<file path="src/rtl/ps2_pkg.sv">
// ps2_pkg: shared types and constants for the PS/2 receive path.
//   state_t         receive FSM states (IDLE, DATA, PARITY, STOP)
//   BREAK_CODE      scan-code prefix announcing a key release
//   EXT_CODE        scan-code prefix announcing an extended key
//   FRAME_DATA_BITS data bits carried by one PS/2 frame
package ps2_pkg;

    typedef enum logic [1:0] {
        IDLE   = 2'd0,
        DATA   = 2'd1,
        PARITY = 2'd2,
        STOP   = 2'd3
    } state_t;

    localparam logic [7:0]  BREAK_CODE      = 8'hF0;
    localparam logic [7:0]  EXT_CODE        = 8'hE0;
    localparam int unsigned FRAME_DATA_BITS = 8;

endpackage : ps2_pkg

</file>
<file path="src/rtl/ps2_clk_filter.sv">
// ps2_clk_filter: brings the raw PS/2 pins into the clk domain, debounces the
// PS/2 clock and strobes once per falling edge of the debounced clock.
//   clk       in   system clock
//   reset     in   asynchronous, active-high reset
//   ps2_clk   in   raw PS/2 clock pin
//   ps2_data  in   raw PS/2 data pin
//   data_sync out  synchronized PS/2 data
//   bit_edge  out  one-cycle strobe on a 1->0 transition of the filtered clock
module ps2_clk_filter #(
    parameter int unsigned FILTER_LEN = 8
) (
    input  logic clk,
    input  logic reset,
    input  logic ps2_clk,
    input  logic ps2_data,
    output logic data_sync,
    output logic bit_edge
);

    localparam int unsigned CNT_W = $clog2(FILTER_LEN + 1);

    logic [1:0]       clk_sync_q;
    logic [1:0]       data_sync_q;
    logic             filt_q;
    logic [CNT_W-1:0] cnt_q;

    // Synchronizers, debounce counter and edge strobe.
    // cnt_q counts consecutive synced samples that differ from the filtered
    // level; any sample agreeing with the filtered level restarts the count.
    always_ff @(posedge clk or posedge reset) begin
        if (reset) begin
            clk_sync_q  <= 2'b11;
            data_sync_q <= 2'b11;
            filt_q      <= 1'b1;
            cnt_q       <= '0;
            bit_edge    <= 1'b0;
        end else begin
            clk_sync_q  <= {clk_sync_q[0], ps2_clk};
            data_sync_q <= {data_sync_q[0], ps2_data};
            bit_edge    <= 1'b0;
            if (clk_sync_q[1] == filt_q) begin
                cnt_q <= '0;
            end else if (cnt_q == CNT_W'(FILTER_LEN - 1)) begin
                filt_q   <= clk_sync_q[1];
                cnt_q    <= '0;
                // Filtered level was 1 and is flipping, so this is a falling edge.
                bit_edge <= filt_q;
            end else begin
                cnt_q <= cnt_q + CNT_W'(1);
            end
        end
    end

    assign data_sync = data_sync_q[1];

endmodule : ps2_clk_filter

</file>
<file path="src/rtl/ps2_rx.sv">
// ps2_rx: PS/2 keyboard frame receiver (start, 8 data LSB-first, odd parity,
// stop). Presents the last accepted scan code as a held byte.
//   clk        in   system clock
//   reset      in   asynchronous, active-high reset
//   ps2_clk    in   raw PS/2 clock pin
//   ps2_data   in   raw PS/2 data pin
//   code_o     out  current scan code, held until next update
//   code_valid out  one-cycle pulse when code_o is (re)written
//   rx_err     out  one-cycle pulse on start, parity, stop-bit or timeout error
// Build option: define PS2_BREAK_FILTER_EN to consume F0/E0 prefixes so that
// code_o shows a key only while it is held (release clears it to 8'h00).
module ps2_rx
    import ps2_pkg::*;
#(
    parameter int unsigned FILTER_LEN     = 8,
    parameter int unsigned TIMEOUT_CYCLES = 100000
) (
    input  logic       clk,
    input  logic       reset,
    input  logic       ps2_clk,
    input  logic       ps2_data,
    output logic [7:0] code_o,
    output logic       code_valid,
    output logic       rx_err
);

    localparam int unsigned TO_W  = $clog2(TIMEOUT_CYCLES);
    localparam int unsigned BIT_W = $clog2(FRAME_DATA_BITS);

    logic             data_sync;
    logic             bit_edge;
    state_t           state_q;
    state_t           state_d;
    logic [7:0]       shift_q;
    logic             parity_q;
    logic [BIT_W-1:0] bit_cnt_q;
    logic [TO_W-1:0]  to_cnt_q;
    logic             timeout_hit;
    logic             start_err;
    logic             frame_ok;
    logic             frame_bad;

`ifdef PS2_BREAK_FILTER_EN
    logic brk_q;
    logic ext_q;
`endif

    ps2_clk_filter #(
        .FILTER_LEN (FILTER_LEN)
    ) u_filter (
        .clk       (clk),
        .reset     (reset),
        .ps2_clk   (ps2_clk),
        .ps2_data  (ps2_data),
        .data_sync (data_sync),
        .bit_edge  (bit_edge)
    );

    // A bit edge on the terminal count wins over the timeout.
    assign timeout_hit = (state_q != IDLE) && !bit_edge &&
                         (to_cnt_q == TO_W'(TIMEOUT_CYCLES - 1));

    // FSM state register.
    always_ff @(posedge clk or posedge reset) begin
        if (reset) begin
            state_q <= IDLE;
        end else begin
            state_q <= state_d;
        end
    end

    // FSM next-state logic.
    always_comb begin
        state_d = state_q;
        if (timeout_hit) begin
            state_d = IDLE;
        end else if (bit_edge) begin
            unique case (state_q)
                IDLE:    if (!data_sync) state_d = DATA;
                DATA:    if (bit_cnt_q == BIT_W'(FRAME_DATA_BITS - 1)) state_d = PARITY;
                PARITY:  state_d = STOP;
                STOP:    state_d = IDLE;
                default: state_d = IDLE;
            endcase
        end
    end

    // FSM output decode: frame verdicts raised on the deciding bit edge.
    always_comb begin
        start_err = 1'b0;
        frame_ok  = 1'b0;
        frame_bad = 1'b0;
        if (bit_edge) begin
            if (state_q == IDLE) begin
                start_err = data_sync;
            end else if (state_q == STOP) begin
                frame_ok  = data_sync && ((^shift_q ^ parity_q) == 1'b1);
                frame_bad = !frame_ok;
            end
        end
    end

    // Frame datapath: bit counter, shift register, parity capture, timeout.
    always_ff @(posedge clk or posedge reset) begin
        if (reset) begin
            shift_q   <= '0;
            parity_q  <= 1'b0;
            bit_cnt_q <= '0;
            to_cnt_q  <= '0;
        end else begin
            if (state_q == IDLE || bit_edge || timeout_hit) begin
                to_cnt_q <= '0;
            end else begin
                to_cnt_q <= to_cnt_q + TO_W'(1);
            end

            if (bit_edge) begin
                unique case (state_q)
                    IDLE: bit_cnt_q <= '0;
                    DATA: begin
                        shift_q   <= {data_sync, shift_q[7:1]};
                        bit_cnt_q <= bit_cnt_q + BIT_W'(1);
                    end
                    PARITY:  parity_q <= data_sync;
                    default: ;
                endcase
            end
        end
    end

    // Registered outputs and optional break/extended-prefix handling.
    always_ff @(posedge clk or posedge reset) begin
        if (reset) begin
            code_o     <= 8'h00;
            code_valid <= 1'b0;
            rx_err     <= 1'b0;
`ifdef PS2_BREAK_FILTER_EN
            brk_q      <= 1'b0;
            ext_q      <= 1'b0;
`endif
        end else begin
            code_valid <= 1'b0;
            rx_err     <= start_err | frame_bad | timeout_hit;
`ifdef PS2_BREAK_FILTER_EN
            if (frame_ok) begin
                if (shift_q == BREAK_CODE) begin
                    brk_q <= 1'b1;
                end else if (shift_q == EXT_CODE) begin
                    ext_q <= 1'b1;
                end else begin
                    // A release only clears the code it matches.
                    if (brk_q) begin
                        if (shift_q == code_o) begin
                            code_o     <= 8'h00;
                            code_valid <= 1'b1;
                        end
                    end else begin
                        code_o     <= shift_q;
                        code_valid <= 1'b1;
                    end
                    brk_q <= 1'b0;
                    ext_q <= 1'b0;
                end
            end
`else
            if (frame_ok) begin
                code_o     <= shift_q;
                code_valid <= 1'b1;
            end
`endif
        end
    end

endmodule : ps2_rx

</file>
<file path="config.mk">
export PLATFORM = sky130hd
export DESIGN_NAME = ps2_rx
export DESIGN_NICKNAME = d
export VERILOG_FILES = /design/src/rtl/ps2_pkg.sv /design/src/rtl/ps2_clk_filter.sv /design/src/rtl/ps2_rx.sv
export SDC_FILE = /design/constraint.sdc
export NUM_CORES = 1
export LEC_CHECK = 0
export BUFFER_PORTS_ARGS = -buffer_cell sky130_fd_sc_hd__buf_2
export CORE_MARGIN = 2
export CORE_UTILIZATION = 41
export DETAILED_ROUTE_END_ITERATION = 10
export GPL_ROUTABILITY_DRIVEN = 0
export GPL_TIMING_DRIVEN = 1
export PLACE_DENSITY_LB_ADDON = 0.12
export SYNTH_ARGS = -nofsm -noshare
export SYNTH_HDL_FRONTEND = slang
export SYNTH_SLANG_ARGS = --single-unit
</file>
<file path="constraint.sdc">
create_clock -name clk -period 3.22 [get_ports clk]
set_clock_uncertainty 0.05 [all_clocks]
set_input_delay 0.644 -clock clk [delete_from_list [all_inputs] [get_ports clk]]
set_output_delay 0.644 -clock clk [all_outputs]
set_load 0.01 [all_outputs]
</file>
==> out/qor.yml, run 1 <==
status: "finished clean"
dpl.hpwl_um: 2740
die_y_um: 80.1
syn_to_final_growth_pct: 9.76
ios: 14
clk_pin_slew_ns: 0.09
max_freq_mhz: 496
placed_cells: 278
p_comb_frac: 0.160
yosysWarnings: 0
crit_arrival_ns: 2.16
drive_gt1_frac: 0.224
netlist_area_um2: 2370
swShare: 0.286
clk_path_buf_depth: 2
cts_root_buf: "clkbuf_8"
grt_pass1_vias: 1503
tns_ns: 0
synth_edf_count: 0
synth_most_common_cell: "dfrtp_1"
yosys.area.top_type_share: 0.485
max_stage_delay_ns: 0.43
crit_buf_inv: 0
dieArea_um2: 6410
gr-usage-all-layers: 0.142
drc: 0
grt_max_degree: 52
post-route-period-util: 0.626
cpLargestDelayFamily: "multiplexers"
grt_pass1_wl_um: 7060
synth_cell_types: 36
synthTopCellsByArea: "dfrtp_1, mux2_2, dfstp_2"
routed_wl_um: 3900
layout.filler_cells: 530
cp_slowest_cell: "dfrtp_1"
ant_nets: 0
cts_sinks: 51
grt_overflow: 0
tightest_slew_ns: 1.04
cts_tree: "done"
hold_viol_final: 0
critical_path_class: "register to register"
htree_num_levels: 2
p_clk_frac: 0.279
hold_ws_ns: 0.308
ir_drop_mv: 0.252
fin_nets: 226
drt-initial-drc-count: 48
syn_nets: 210
required_ns: 3.36
cp_max_fo: 9
p_per_area_nw_per_um2: 516
initial_core_util: 0.428
slew_headroom: 0.303
core_um2: 5540
synth_area_leader_cell: "dfrtp_1"
switchingPower_uw: 384
final_cells: 286
drv_cap: 0
cts_buffers: 5
whs_path_depth: 0
yosysSeqAreaShare: 0.541
synth_common_cells: "dfrtp_1, mux2_2, nor2_1"
synthCells: 197
insertion_delay_ns: 0.30
hp-class: "register to register"
p_total_uw: 1340
ys_seq_elements: 51
drtPass1Iterations: 4
crit_path_end_kind: "register"
cts_setup_buffers: 0
crit_cells: 4
r2r_cells: 4
antenna_cells: 0
crit_path_start_kind: "register"
wl_per_cell_um: 13.6
register_area_um2: 1280
die_width_um: 80.1
portBuffers: 13
antenna_found_initial: 0
multi_input_area_um2: 1060
ctsResizeCount: 0
synthArstFlopShare: 1.00
setup_violations: 0
cts_hold_buffers: 0
intPower_uw: 960
vias_per_cell: 5.17
p_seq_frac: 0.561
period_minus_slack_ns: 2.02
rsz0062_at_grt: "no"
p_leak_uw: 0.00126
finalMaxSlewViolations: 0
rows: 27
post_synth.cell_area_avg_um2: 12.0
crit_chain: "xnor2_1 -> xnor3_2 -> mux2i_4 -> mux2_2"
synth_flop_cell: "dfrtp_1"
vias: 1480
flip-flops by register name, summed over array words and instances (netlist names):
register              count
u_filter.cnt_q            4
u_filter.clk_sync_q       2
code_o                    8
bit_cnt_q                 3
u_filter.bit_edge         1
rx_err                    1
parity_q                  1
to_cnt_q                 17
u_filter.data_sync_q      2
shift_q                   8
code_valid                1
u_filter.filt_q           1
state_q                   2
layer usage:
layer,vias up,GRT usage,wire (um)
li1,734,-,-
met1,721,0.194,1870
met2,18,0.223,1850
met3,7,0.0337,124
met4,0,0.0458,56
met5,-,0,0
area by class of cell:
type	instances	share of cell area
clock inverters	1	0.00192
well taps	72	0.0346
multi-input cells	137	0.406
flip-flops and latches	51	0.493
inverters	5	0.00721
repair buffers	13	0.0250
clock buffers	7	0.0332
cell families after synthesis:
family / synth area share
and+or+nand+nor: 0.161
xor gates and xnor gates: 0.0886
DFF: 0.541
adders and majority gates: 0.0475
muxes: 0.101
AOI/OAI and AO/OA: 0.0469
buffers and inverters: 0.0142
per-stage QoR:
| stage | area (um2) | utilization | setup WS [ns] |
|---|---|---|---|
| final | 2600 | 0.470 | 1.20 |
| after global routing | 2600 | 0.470 | 1.06 |
| after floorplan | 2370 | - | 1.30 |
| after CTS | 2600 | 0.470 | 1.17 |
| after detailed placement | 2510 | 0.453 | 1.19 |
| after global placement | 2510 | 0.453 | 1.27 |
layout by cell type, fill, tap and decap left out, drive strengths merged, types with 3 or more instances in the layout:
| cell | n |
|---|---|
| dfrtp | 46 |
| mux2 | 19 |
| nor2 | 17 |
| nand2 | 15 |
| buf | 13 |
| xnor2 | 9 |
| ha | 9 |
| xor2 | 7 |
| nand4 | 7 |
| clkbuf | 7 |
| o21ai | 6 |
| nand3 | 6 |
| a21oi | 5 |
| dfstp | 5 |
| inv | 5 |
| nor3 | 4 |
| or3 | 4 |
| and3 | 4 |
| nor2b | 3 |
power groups by stage:
stage	clock network (uW)	registers, uW	logic (uW)
3_5_place_dp	0	767	218
6_report	374	754	215
2_1_floorplan	0	754	175
4_1_cts	392	754	219
5_1_grt	418	766	254
3_3_place_gp	0	762	204
worst paths after layout:
check / startpoint / end / slack (ns)
worst max-delay path: shift_q[2] / code_o[2] / 1.20
worst min-delay path: u_filter.clk_sync_q[0] / u_filter.clk_sync_q[1] / 0.31
worst max register to register: shift_q[2] / code_o[2] / 1.20
worst min register to register: u_filter.clk_sync_q[0] / u_filter.clk_sync_q[1] / 0.31
max in group asynchronous: reset / shift_q[7] / 1.93
min in group asynchronous: reset / to_cnt_q[5] / 0.55
Power figures use the tool's default switching activity.
==> run 2, diff against run 1 <==
clock period = 2 ns   (was 3.22 ns; I/O delays follow)
==> run 2 against run 1 <==
Largest power group unchanged. Global-route usage increased by 0.76 points. Wire length increased by 6.8%. Utilization rose by 1.8 points. Worst hold slack got worse by 0.24 ns. Clock power up 96%. Largest cell class unchanged.
==> out/qor.yml, run 2 (synthesis results as in run 1) <==
dieArea_um2: 6410  # unchanged
placed_cell_area_um2: 2560  # +2.1%
grt_overflow: 0  # unchanged
cts_sinks: 51  # unchanged
ir_drop_mv: 0.442  # +75%
cp_max_fo: 9  # unchanged
r2r-end: "code_o[7]"
slew_headroom: 0.665  # +0.362
vias: 1532  # +3.5%
p_total_uw: 2320  # +73%
rows: 27  # unchanged
fin_nets: 234  # +3.5%
dpl.hpwl_um: 3050  # +11%
layout_commonest_cell: "dfrtp_1"
wl_per_cell_um: 14.2  # +3.9%
design_area_um2: 2700  # +3.8%
finalMaxSlewViolations: 0  # unchanged
setup_violations: 0  # unchanged
p_per_area_nw_per_um2: 860  # +67%
p_leak_uw: 0.00132  # +4.8%
top_register: "to_cnt_q"
drtPass1Iterations: 4  # unchanged
crit_path_end_kind: "register"
largest_register_ffs: 17  # unchanged
grt_max_degree: 25  # -52%
post-route-period-util: 0.970  # +0.344
clk_pin_slew_ns: 0.09  # about the same
reg_top3: "to_cnt_q: 17 flops, code_o: 8 flops, shift_q: 8 flops"
hold_viol_final: 0  # unchanged
cts_hold_buffers: 0  # unchanged
routed_wl_um: 4160  # +6.8%
required_ns: 2.14  # -1.22 ns
drc: 0  # unchanged
rsz0062_at_grt: "no"
die_width_um: 80.1  # unchanged
drt-initial-drc-count: 65  # +35%
syn_to_final_growth_pct: 13.9
cts_buffers: 5  # unchanged
initial_core_util: 0.428  # unchanged
layout.filler_cells: 504  # -4.9%
max_freq_mhz: 515  # +3.9%
ios: 14  # unchanged
core_um2: 5540  # unchanged
grt_pass1_wl_um: 7280  # +3.1%
drive_gt1_frac: 0.257  # +0.0325
status: "finished clean"
hold_ws_ns: 0.0684  # -0.240 ns
crit_arrival_ns: 2.08  # -0.08 ns
r2r_cells: 5  # +1
antenna_found_initial: 0  # unchanged
tns_ns: 0  # unchanged
tightest_slew_ns: 0.501  # -0.542 ns
clk_path_buf_depth: 2  # unchanged
ctsResizeCount: 0  # unchanged
gr-usage-all-layers: 0.149  # +0.00757
critical_path_class: "register to register"
hp-class: "primary input to asynchronous set/reset pin"
rr_startpoint: "shift_q[6]"
period_minus_slack_ns: 1.94  # -0.0764 ns
htree_num_levels: 2  # unchanged
placed_cells: 285  # +2.5%
cts_tree: "done"
most-common-layout-cells: "dfrtp_1, mux2_2, nor2_1"
cts_root_buf: "clkbuf_8"
r2r_setup_slack_ns: 0.06  # -1.14 ns
antenna_cells: 0  # unchanged
ant_nets: 0  # unchanged
portBuffers: 13  # unchanged
final_cells: 294  # +2.8%
die_y_um: 80.1  # unchanged
drv_cap: 0  # unchanged
crit_path_start_kind: "register"
insertion_delay_ns: 0.30  # about the same
vias_per_cell: 5.21  # +0.70%
grt_pass1_vias: 1518  # +1.0%
==> run 2: changes by cell type in the layout (fill, tap and decap cells not counted), sizes merged <==
cell	before	now
bufinv	0	1
buf	13	21
clkbuf	7	6
==> run 2: layer usage <==
layer | vias to the layer above | part of all wire | track usage
li1 | 741 | - | -
met3 | 7 | 0.030 | 0.0404
met5 | - | 0 | 0
met4 | 0 | 0.012 | 0.0458
met1 | 768 | 0.46 | 0.198
met2 | 16 | 0.50 | 0.239
==> run 2: worst max path at each step <==
stage	endpoint	start	depth (start not counted)	slack, ns
finish	code_o[7]	shift_q[6]	5	0.06
global route	code_o[7]	shift_q[7]	5	0.001
CTS	code_o[3]	shift_q[6]	5	0.06
detailed placement	code_o[7]	shift_q[6]	4	0.01
global placement	code_o[2]	shift_q[6]	4	0.04
floorplan	code_o[0]	shift_q[6]	4	0.14
==> run 2: final cells by class <==
cell class                 count  area [um2]  share of cell area
sequential                    51        1280               0.475
multi-input combinational    137        1060               0.391
timing repair buffer          21         138              0.0509
tap                           72        90.1              0.0333
clock buffer                   6        82.6              0.0306
clock inverter                 2        35.0              0.0130
inverter                       5        18.8             0.00694
==> run 2: timing repair <==
item,CTS,global route
buffers inserted,1,0
endpoints found under the setup margin,8,0
endpoints found under the hold margin,0,0
==> run 2: through the flow <==
| step | setup slack (ns) | util |
|---|---|---|
| global route | 0.00148 | 0.488 |
| global placement | 0.0384 | 0.463 |
| detailed placement | 0.0116 | 0.463 |
| CTS | 0.0620 | 0.488 |
| floorplan | 0.138 | - |
| finish | 0.0597 | 0.488 |
==> run 2: worst max-delay path, cell delays in order, from the launching register on <==
cell and delay [ns]:
dfrtp_1 0.41, xor2_1 0.19, xnor3_2 0.49, mux2i_4 0.20, buf_12 0.15, mux2_2 0.33
==> run 2: where the power goes <==
group          switching [uW]  leakage (uW)  total, uW  internal (uW)
clock                     327     0.0000612        732            405
combinational             218      0.000580        375            157
sequential               86.2      0.000682       1220           1130
total                     631       0.00132       2320           1690
